<file path="config.mk">
export PLATFORM = sky130hd
export DESIGN_NAME = mux_share_sched
export DESIGN_NICKNAME = d
export VERILOG_FILES = /design/src/rtl/mux_share_sched.sv
export SDC_FILE = /design/constraint.sdc
export NUM_CORES = 1
export LEC_CHECK = 0
export CAP_MARGIN = 40
export CORE_MARGIN = 1
export CORE_UTILIZATION = 51
export DETAILED_ROUTE_END_ITERATION = 16
export HOLD_SLACK_MARGIN = 0.05
export PLACE_DENSITY = 0.84
export SKIP_LAST_GASP = 1
export SYNTH_ARGS = -nofsm -noshare
export SYNTH_HDL_FRONTEND = slang
export SYNTH_SLANG_ARGS = --single-unit
</file>
<file path="constraint.sdc">
create_clock -name clk -period 7.7 [get_ports clk]
set_clock_uncertainty 0.1 [all_clocks]
set_input_delay 0.77 -clock clk [delete_from_list [all_inputs] [get_ports clk]]
set_output_delay 0.77 -clock clk [all_outputs]
set_load 0.01 [all_outputs]
</file>
<file path="src/rtl/mux_share_sched.sv">
// Purpose : time-shares one (operand << 2) + 1 compute path between three requesters,
//           with fixed-priority or round-robin grant and saturating per-requester counters.
// Latency : result appears on out_data/out_valid one cycle after the accepting edge.
// Backpr. : while a held result is not taken (FULL & !out_ready) no requester is readied
//           and out_* hold; drain and accept in the same cycle keep the pipe bubble-free.
// Ports   : clk/rst (sync, active-high); req_valid/req_data/req_ready per-requester
//           handshake; mode_fixed selects arbitration; out_valid/out_ready/out_data/out_src
//           result handshake; grant_cnt packs three CNT_W accept counters.
module mux_share_sched #(
  parameter int WIDTH = 8,
  parameter int CNT_W = 16
) (
  input  logic                 clk,
  input  logic                 rst,
  input  logic [2:0]           req_valid,
  input  logic [3*WIDTH-1:0]   req_data,
  output logic [2:0]           req_ready,
  input  logic                 mode_fixed,
  output logic                 out_valid,
  input  logic                 out_ready,
  output logic [WIDTH-1:0]     out_data,
  output logic [1:0]           out_src,
  output logic [3*CNT_W-1:0]   grant_cnt
);

  typedef enum logic {ST_EMPTY = 1'b0, ST_FULL = 1'b1} state_t;

  state_t           r_state;
  logic [1:0]       r_last_grant;
  logic [WIDTH-1:0] r_out_data;
  logic [1:0]       r_out_src;
  logic [CNT_W-1:0] r_cnt [3];

  logic             w_can_accept;
  logic [2:0]       w_grant;
  logic [1:0]       w_sel;
  logic             w_xfer;
  logic [WIDTH-1:0] w_operand;
  logic [WIDTH-1:0] w_result;

  // First valid requester in the order a, b, c, as a one-hot vector.
  function automatic logic [2:0] pick3(input logic [2:0] vld, input logic [1:0] a,
                                       input logic [1:0] b, input logic [1:0] c);
    logic [2:0] res;
    res = 3'b000;
    if (vld[a])      res = 3'b001 << a;
    else if (vld[b]) res = 3'b001 << b;
    else if (vld[c]) res = 3'b001 << c;
    return res;
  endfunction

  assign w_can_accept = (r_state == ST_EMPTY) | out_ready;

  always_comb begin
    w_grant = 3'b000;
    if (mode_fixed) begin
      w_grant = pick3(req_valid, 2'd0, 2'd1, 2'd2);
    end else begin
      // Search begins just after the last requester served, wrapping mod 3.
      case (r_last_grant)
        2'd0:    w_grant = pick3(req_valid, 2'd1, 2'd2, 2'd0);
        2'd1:    w_grant = pick3(req_valid, 2'd2, 2'd0, 2'd1);
        default: w_grant = pick3(req_valid, 2'd0, 2'd1, 2'd2);
      endcase
    end
  end

  // Reset gating keeps ready low for the whole reset interval, not just after the edge.
  assign req_ready = (rst || !w_can_accept) ? 3'b000 : w_grant;
  assign w_xfer    = |(req_valid & req_ready);

  always_comb begin
    w_sel = 2'd0;
    if (w_grant[1])      w_sel = 2'd1;
    else if (w_grant[2]) w_sel = 2'd2;
  end

  assign w_operand = req_data[w_sel*WIDTH +: WIDTH];
  assign w_result  = (w_operand << 2) + WIDTH'(1);

  always_ff @(posedge clk) begin
    if (rst) begin
      r_state      <= ST_EMPTY;
      r_out_data   <= '0;
      r_out_src    <= 2'd0;
      r_last_grant <= 2'd2;
      for (int i = 0; i < 3; i++) r_cnt[i] <= '0;
    end else begin
      case (r_state)
        ST_EMPTY: begin
          if (w_xfer) r_state <= ST_FULL;
        end
        default: begin
          if (out_ready && !w_xfer) r_state <= ST_EMPTY;
        end
      endcase
      if (w_xfer) begin
        r_out_data   <= w_result;
        r_out_src    <= w_sel;
        r_last_grant <= w_sel;
        if (r_cnt[w_sel] != {CNT_W{1'b1}}) r_cnt[w_sel] <= r_cnt[w_sel] + CNT_W'(1);
      end
    end
  end

  assign out_valid = (r_state == ST_FULL);
  assign out_data  = r_out_data;
  assign out_src   = r_out_src;

  always_comb begin
    grant_cnt = '0;
    for (int i = 0; i < 3; i++) grant_cnt[i*CNT_W +: CNT_W] = r_cnt[i];
  end

endmodule

</file>
Word-level counts from Yosys, hierarchy flattened
Memory sizes are Yosys's and may differ from the RTL's.
Index checks and enable logic that the tools add are counted.
{ "word_totals": {"latch_bits": 0, "out_inout_bits": 62, "mem_bits_rw": 48, "register_bits": 13, "word_cells": 46, "rom_bits": 0, "n_memories": 1} }
{ "mem_list": {"columns": ["memory", "depth", "width", "rd", "rd_clocked_by_memory_dff", "wr", "line", "rtl"], "rows": [
  ["r_cnt", 3, 16, 4, 0, 3, "32", "logic [CNT_W-1:0] r_cnt [3];"]
]} }
{ "op_classes": {"eq_ne": 2, "n_bitwise": 3, "order_cmp": 0, "n_reduce_logical": 7, "n_mux": 26, "add_sub_neg": 2, "multipliers": 0, "shifts": 1, "div": 0} }
{ "op_table": {"columns": ["operator", "count"], "rows": [
  ["3-bit 2-to-1 mux", 8],
  ["24-bit by 6-bit variable part select with 6-bit output", 1],
  ["16-bit by 1-bit adder with 16-bit output, second input constant", 1],
  ["16-bit 2-to-1 mux", 1],
  ["16-bit inequality test, second input constant", 1],
  ["16-bit OR reduction", 1],
  ["1-bit 2-to-1 mux", 11],
  ["2-bit 2-to-1 mux", 5],
  ["8-bit by 1-bit adder with 8-bit output, second input constant", 1],
  ["3-bit case mux with 2 select lines", 1],
  ["3-bit AND", 1],
  ["3-bit OR reduction", 1],
  ["2-bit by 1-bit == test with 1-bit output, second input constant", 1],
  ["1-bit logical NOT", 2],
  ["2-bit logical NOT", 1],
  ["1-bit logical AND", 1],
  ["1-bit logical OR", 1],
  ["1-bit inverter", 1],
  ["1-bit bitwise OR", 1]
]} }

Logic depth before layout (Yosys ltp)
Gate-level depths: netlist (run 1).
An unclocked memory read counts as a cell.
{ "depth": {"word_depth": 15, "ltp_mapped": 13, "mapped_depth_nobuf": 10} }

Worst setup path after synthesis (run 1)
No wires, ideal clock.
{ "synth_timing": {"kind": "input to register", "from": "input req_valid[1]", "to": "memory r_cnt[1][0], enable pin", "t_arrival_ps": 3555, "setup_slack_ps": 3653, "path_stages": 13, "setup_ps": 392, "path_cell_list": "buf_2 -> o22ai_1 -> nand2_1 -> buf_2 -> a221o_1 -> and2_1 -> clkbuf_1 -> ha_1 -> inv_1 -> or3_4 -> nor4b_4 -> buf_4 -> o21bai_1"} }
{ "synth_lines": {"columns": ["element", "line", "rtl"], "rows": [
  ["from (decl)", "15", "input logic [2:0] req_valid,"],
  ["to (decl)", "32", null]
]} }

==> flow_summary_export.csv, run 1 <==
group,metric,value,unit
run_status,status,"finished, final reports clean",
logic_synthesis,ys_async_sr_fraction,0,
detailed_routing,route.vias.total,2895,
detailed_routing,dr.first_iter.drc_count,249,
cts,postCtsHoldBufs,0,
timing,report.final.setup_viol,0,
timing,worst_slack,2560,ps
detailed_routing,routed_wirelength,8.91,mm
cts,max-clock-path-buffers,2,
floorplan,die_h,81.5,µm
cells_and_area,fin_nets,420,
cts,clkLatencyLatePin,330,ps
power,total_leakage_power,1.59,nW
power,total_power_after_layout,0.000845,W
logic_synthesis,synth_sequential_area_ratio,0.515,
placement,io_buffers,85,
timing,final.min_clock_period,5140,ps
timing,setup_total_negative_slack,0,ps
logic_synthesis,combined_area_of_all_synthesized_cells,3220,µm²
detailed_routing,detail_route.first_pass.iterations,5,
logic_synthesis,synth.most_common_cell,"edfxtp_1",
floorplan,start_util,0.535,
logic_synthesis,ys_seq_elements,59,
timing,finalCritPeriodShare,0.667,
placement,post_detailed_placement_cell_area,4150,µm²
logic_synthesis,syn-instance-count,300,
grt,global_route.usage.met3,0.0689,
grt,grt_pass1_wl,13.6,mm
logic_synthesis,synth.lib_cells_used.distinct,57,
detailed_routing,route.antenna.remaining_nets,0,
placement,dp_hpwl,6.12,mm
logic_synthesis,yosysTopAreaCell,"edfxtp_1",
critical_path,worst_ep_required_time,7680,ps
detailed_routing,detail_route.wl_per_cell,19.1,µm
logic_synthesis,synthFlopType,"edfxtp_1",
logic_synthesis,synth.area.top_cells,"edfxtp_1, dfxtp_1, nor2_1",
cts,tritoncts_num_sinks,59,
logic_synthesis,syn_area_per_cell,10.7,µm²
grt,use_met1,0.337,
timing,worst-slew-pin-transition,785,ps
detailed_routing,drt-vias-per-instance,6.20,
logic_synthesis,synth.top_cells.by_count,"edfxtp_1, nor2_1, nor3_1, a21oi_1, and3_1",
cts,cts.repair.resized,0,
grt,grt_max_degree,23,
flow_run,maxCapViolations,0,
cts,cts_buffers,9,
placement,detailedPlace.worstSlack,2270,ps
grt,global_route_usage_over_all_layers,0.281,
grt,number_of_antenna_violations_at_the_first_check_in_global_routing,0,
cts,cts-htree-levels,3,
cells_and_area,area_delta_synth_final,34.1,%
cells_and_area,proportion_of_layout_cells_with_a_drive_suffix_above_1,0.102,
logic_synthesis,post-synth-top-area-fraction,0.447,
timing,max_clock_freq,195,MHz
grt,vias_in_the_first_global_route,2830,
grt,grt_use_met2,0.459,
cells_and_area,final_cell_area,4320,µm²
critical_path,crit_type,"input pin to register",
grt,grt.overflow.total,0,
detailed_routing,drt_drc_violations_left,0,
floorplan,die_area,6640,µm²
critical_path,worstRegToRegCells,11,
min_path,holdCritPathClass,"register to register",
cts,post-cts-setup-buffer-count,0,
min_path,worstHoldPathCells,2,
critical_path,worst-path-max-fanout,22,
power,power-per-cell-area,195,nW/µm²
critical_path,start_kind,"input pin",
critical_path,cp.arrival,5120,ps
cts,tritoncts,"yes",
logic_synthesis,synth.yosys.warnings,0,
timing,unrepaired_setup_endpoints_after_global_routing,"no",
cts,clk_pin_slew,60,ps
logic_synthesis,synth_edf_count,48,
floorplan,row_count,28,
logic_synthesis,synth_nets,332,
grt,grt_most_used_layer,"met2",
critical_path,critical_path.endpoint_type,"register",
floorplan,die_x,81.5,µm
timing,finalHoldViolations,0,
floorplan,core-area,6030,µm²
placement,gp_congestion,0.809,
power,peakVddDrop,0.000136,V
floorplan,design.portCount,93,
cells_and_area,insertedDiodeCount,0,
timing,maxSlewHeadroom,0.476,
cts,clock_tree.root_cell,"clkbuf_8",
timing,slew_viol_final,0,
## worst max-delay path: stages
cell and delay, ps:
clkdlybuf4s50_1 980, o22ai_1 140, buf_4 230, nand2_1 110
buf_4 330, a221oi_1 140, or4_1 720, or4b_4 580
o31ai_4 180, buf_4 270, nand2b_1 350, buf_4 310
## report_power, final
part	total, W	internal (W)	switching (W)
clock network	0.000261	0.000145	0.000115
registers	0.000386	0.000371	0.0000141
logic	0.000198	0.0000910	0.000107
## cell usage in the layout (no fill, tap or decap), drive strengths merged, types with 4 or more instances in the layout
cell type | netlist | layout
mux2i | 6 | 6
o31ai | 4 | 4
edfxtp | 48 | 48
inv | 6 | 6
nor3 | 22 | 22
and3 | 14 | 14
a221o | 5 | 5
nor2 | 42 | 42
clkdlybuf4s50 | 0 | 85
dfxtp | 11 | 11
nand2 | 8 | 8
o21ai | 8 | 8
a211oi | 9 | 9
or3 | 10 | 10
buf | 12 | 11
a221oi | 10 | 10
nand3 | 4 | 4
xnor2 | 5 | 5
clkbuf | 7 | 11
a21oi | 21 | 21
nor4 | 5 | 5
## path summary, 6_finish.rpt
check                  startpoint          end  slack, ps
setup reg to reg  r_last_grant[1]  r_cnt[0][2]       3540
hold / removal        out_data[0]  out_data[0]        380
hold reg to reg       out_data[0]  out_data[0]        380
setup / recovery     req_valid[1]  r_cnt[0][2]       2560
## cells by family after synthesis
group | after synthesis | synth area share
adder cells (fa/ha/maj) | 1 | 0.00388
other | 1 | 0.00116
multiplexers | 7 | 0.0221
XOR/XNOR | 7 | 0.0190
flip-flops | 59 | 0.515
buffers and inverters | 25 | 0.0404
AND/OR/NAND/NOR | 128 | 0.229
AO/OA/AOI/OAI | 72 | 0.169
## state kept, by name (all words and copies together), names as in the netlist
signal,flops
out_data,7
r_last_grant,2
out_valid,1
r_cnt,48
out_src,1
## layer usage
metal / vias up / share of wire
li1: 1331 / -
met1: 1360 / 0.38
met2: 179 / 0.47
met3: 25 / 0.12
met4: 0 / 0.025
met5: - / 0
## stage by stage
stage | util | hold slack [ps] | cells
finish | 0.717 | 379 | 467
global route | 0.717 | 421 | 467
CTS | 0.717 | 380 | 467
detailed placement | 0.689 | 365 | 452
global placement | 0.686 | 358 | 450
floorplan | - | 389 | 300
## layout make-up
cell class                 count  area (µm²)
fill                         434        1700
sequential                    59        1660
multi-input combinational    216        1440
timing repair buffer          96         933
clock buffer                  11         131
tap                           75        93.8
clock inverter                 4        42.5
inverter                       6        22.5
Note: power is estimated with default switching activity, not from simulation.
==> inputs of run 2 (changes only) <==
Settings changed: CORE_UTILIZATION 51 to 43, PLACE_DENSITY 0.84 to 0.75.
Clock period 7.7 ns to 4.1 ns, I/O delays scaled along.
==> run 2 against run 1 <==
Net effect:
- worst hold slack got worse by 5.1 ps
- critical path depth fell by 4
- highest routed layer unchanged
- global-route usage fell by 3.8 points
- largest cell class unchanged
- die area rose by 18%
- sequential share of layout area fell by 1.4 points
- routed wire length rose by 3.3%
- non-clock buffer count rose by 15
==> flow_summary_export.csv, run 2 (same netlist as run 1, synthesis figures left out) <==
group,metric,value,unit
run_status,status,"finished, final reports clean",
floorplan,design.portCount,93,
cts,cts_buffers,9,
critical_path,critical_path.endpoint_type,"register",
critical_path,critical-path-max-stage-delay,620,ps
floorplan,die_h,88.6,µm
timing,slew_viol_final,0,
floorplan,die_area,7850,µm²
detailed_routing,drt_drc_violations_left,0,
cells_and_area,most-common-layout-cells,"clkdlybuf4s50_1, edfxtp_1, nor2_1, buf_4, nor3_1",
critical_path,crit_chain,"clkdlybuf4s50_1, o32ai_2, a221oi_1, or4_1, buf_4, or3_1, or3_1, a211oi_1",
cells_and_area,largest_reg_flops,48,
power,cell_internal_pwr,0.00116,W
timing,finalCritPeriodShare,0.868,
critical_path,start_kind,"input pin",
timing,setup_total_negative_slack,0,ps
timing,unrepaired_setup_endpoints_after_global_routing,"no",
cells_and_area,insertedDiodeCount,0,
cts,clkLatencyLatePin,340,ps
placement,io_buffers,85,
power,netSwitchingFraction,0.285,
flow_run,maxCapViolations,0,
critical_path,cpMostUsedCell,"or3_1",
cells_and_area,fin_nets,435,
cts,cts.repair.resized,0,
cts,postCtsHoldBufs,0,
critical_path,worstPathBufferInverterCount,2,
cells_and_area,layout.cells.most_common,"clkdlybuf4s50_1",
power,p_switching,0.000462,W
detailed_routing,detail_route.first_pass.iterations,5,
placement,gp_congestion,0.934,
detailed_routing,detail_route.wl_per_cell,18.1,µm
floorplan,row_count,31,
critical_path,worstRegToRegCells,7,
cells_and_area,area_delta_synth_final,39.2,%
timing,worst-slew-pin-transition,663,ps
timing,report.final.setup_viol,0,
detailed_routing,dr.first_iter.drc_count,227,
critical_path,worst_ep_required_time,4170,ps
grt,grt_pass1_wl,13.6,mm
min_path,worstHoldPathCells,2,
cells_and_area,final_cell_area,4490,µm²
critical_path,cell_depth_of_the_worst_setup_path,8,
timing,worst_slack,542,ps
cells_and_area,post-route-util,0.619,
timing,final.min_clock_period,3560,ps
detailed_routing,drt-vias-per-instance,5.64,
power,power.share.combinational,0.240,
cts,tritoncts,"yes",
power,power-per-cell-area,361,nW/µm²
grt,number_of_antenna_violations_at_the_first_check_in_global_routing,0,
cts,clk_pin_slew,70,ps
critical_path,crit_type,"input pin to register",
cts,max-clock-path-buffers,2,
floorplan,die_x,88.6,µm
timing,finalHoldViolations,0,
cts,tritoncts_num_sinks,59,
power,seqPwrFrac,0.447,
placement,detailedPlace.worstSlack,185,ps
min_path,holdCritPathClass,"register to register",
floorplan,core-area,7250,µm²
power,total_leakage_power,1.67,nW
cells_and_area,largest-register,"r_cnt",
power,clock_share_of_power,0.313,
critical_path,cp.arrival,3620,ps
cts,cts-htree-levels,3,
critical_path,timing.critical_path.slowest_stage_cell,"or4_1",
timing,maxSlewHeadroom,0.556,
cells_and_area,proportion_of_layout_cells_with_a_drive_suffix_above_1,0.142,
timing,max_clock_freq,281,MHz
placement,post_detailed_placement_cell_area,4300,µm²
cts,post-cts-setup-buffer-count,0,
power,peakVddDrop,0.000159,V
grt,vias_in_the_first_global_route,2740,
detailed_routing,route.antenna.remaining_nets,0,
floorplan,start_util,0.445,
placement,dp_hpwl,6.50,mm
critical_path,worst-path-max-fanout,7,
critical_path,cp_top_family,"simple AND/OR/NAND/NOR gates",
grt,grt_max_degree,18,
grt,grt.overflow.total,0,
detailed_routing,routed_wirelength,9.20,mm
grt,global_route_usage_over_all_layers,0.243,
detailed_routing,route.vias.total,2861,
cts,clock_tree.root_cell,"clkbuf_8",
run 2: worst paths after layout:
kind,start,end,slack [ps]
setup / recovery,mode_fixed,r_cnt[1][13],540
hold / removal,out_data[0],out_data[0],370
setup reg to reg,r_last_grant[1],r_cnt[1][13],700
hold reg to reg,out_data[0],out_data[0],370
run 2: metal layers:
layer / up-vias / part of all wire / GRT usage
li1: 1364 / - / -
met1: 1345 / 0.41 / 0.299
met2: 127 / 0.47 / 0.395
met3: 25 / 0.089 / 0.0606
met4: 0 / 0.032 / 0.130
met5: - / 0 / 0
run 2: power groups by stage:
stage	clock, W	sequential (W)	combinational [W]
floorplan	0	0.000752	0.000186
global placement	0	0.000736	0.000378
detailed placement	0	0.000737	0.000386
CTS	0.000515	0.000724	0.000388
global route	0.000537	0.000728	0.000420
finish	0.000506	0.000724	0.000388
run 2: cell type report:
type | count | area, µm²
flip-flops and latches | 59 | 1660
repair buffers | 111 | 1060
well taps | 99 | 124
fillers | 606 | 2770
clock inverters | 6 | 56.3
inverters | 6 | 22.5
multi-input cells | 216 | 1440
clock buffers | 10 | 128
run 2: tightest hold or removal path, cell delays in order (launching register included):
cell and delay, ps:
dfxtp_1 310, inv_1 40, o21ai_0 70
run 2: stage by stage:
step / power (W) / hold slack (ps) / std cells
2_1_floorplan: 0.000938 / 389 / 300
3_3_place_gp: 0.00111 / 356 / 490
3_5_place_dp: 0.00112 / 366 / 491
4_1_cts: 0.00163 / 381 / 507
5_1_grt: 0.00168 / 412 / 507
6_report: 0.00162 / 373 / 507
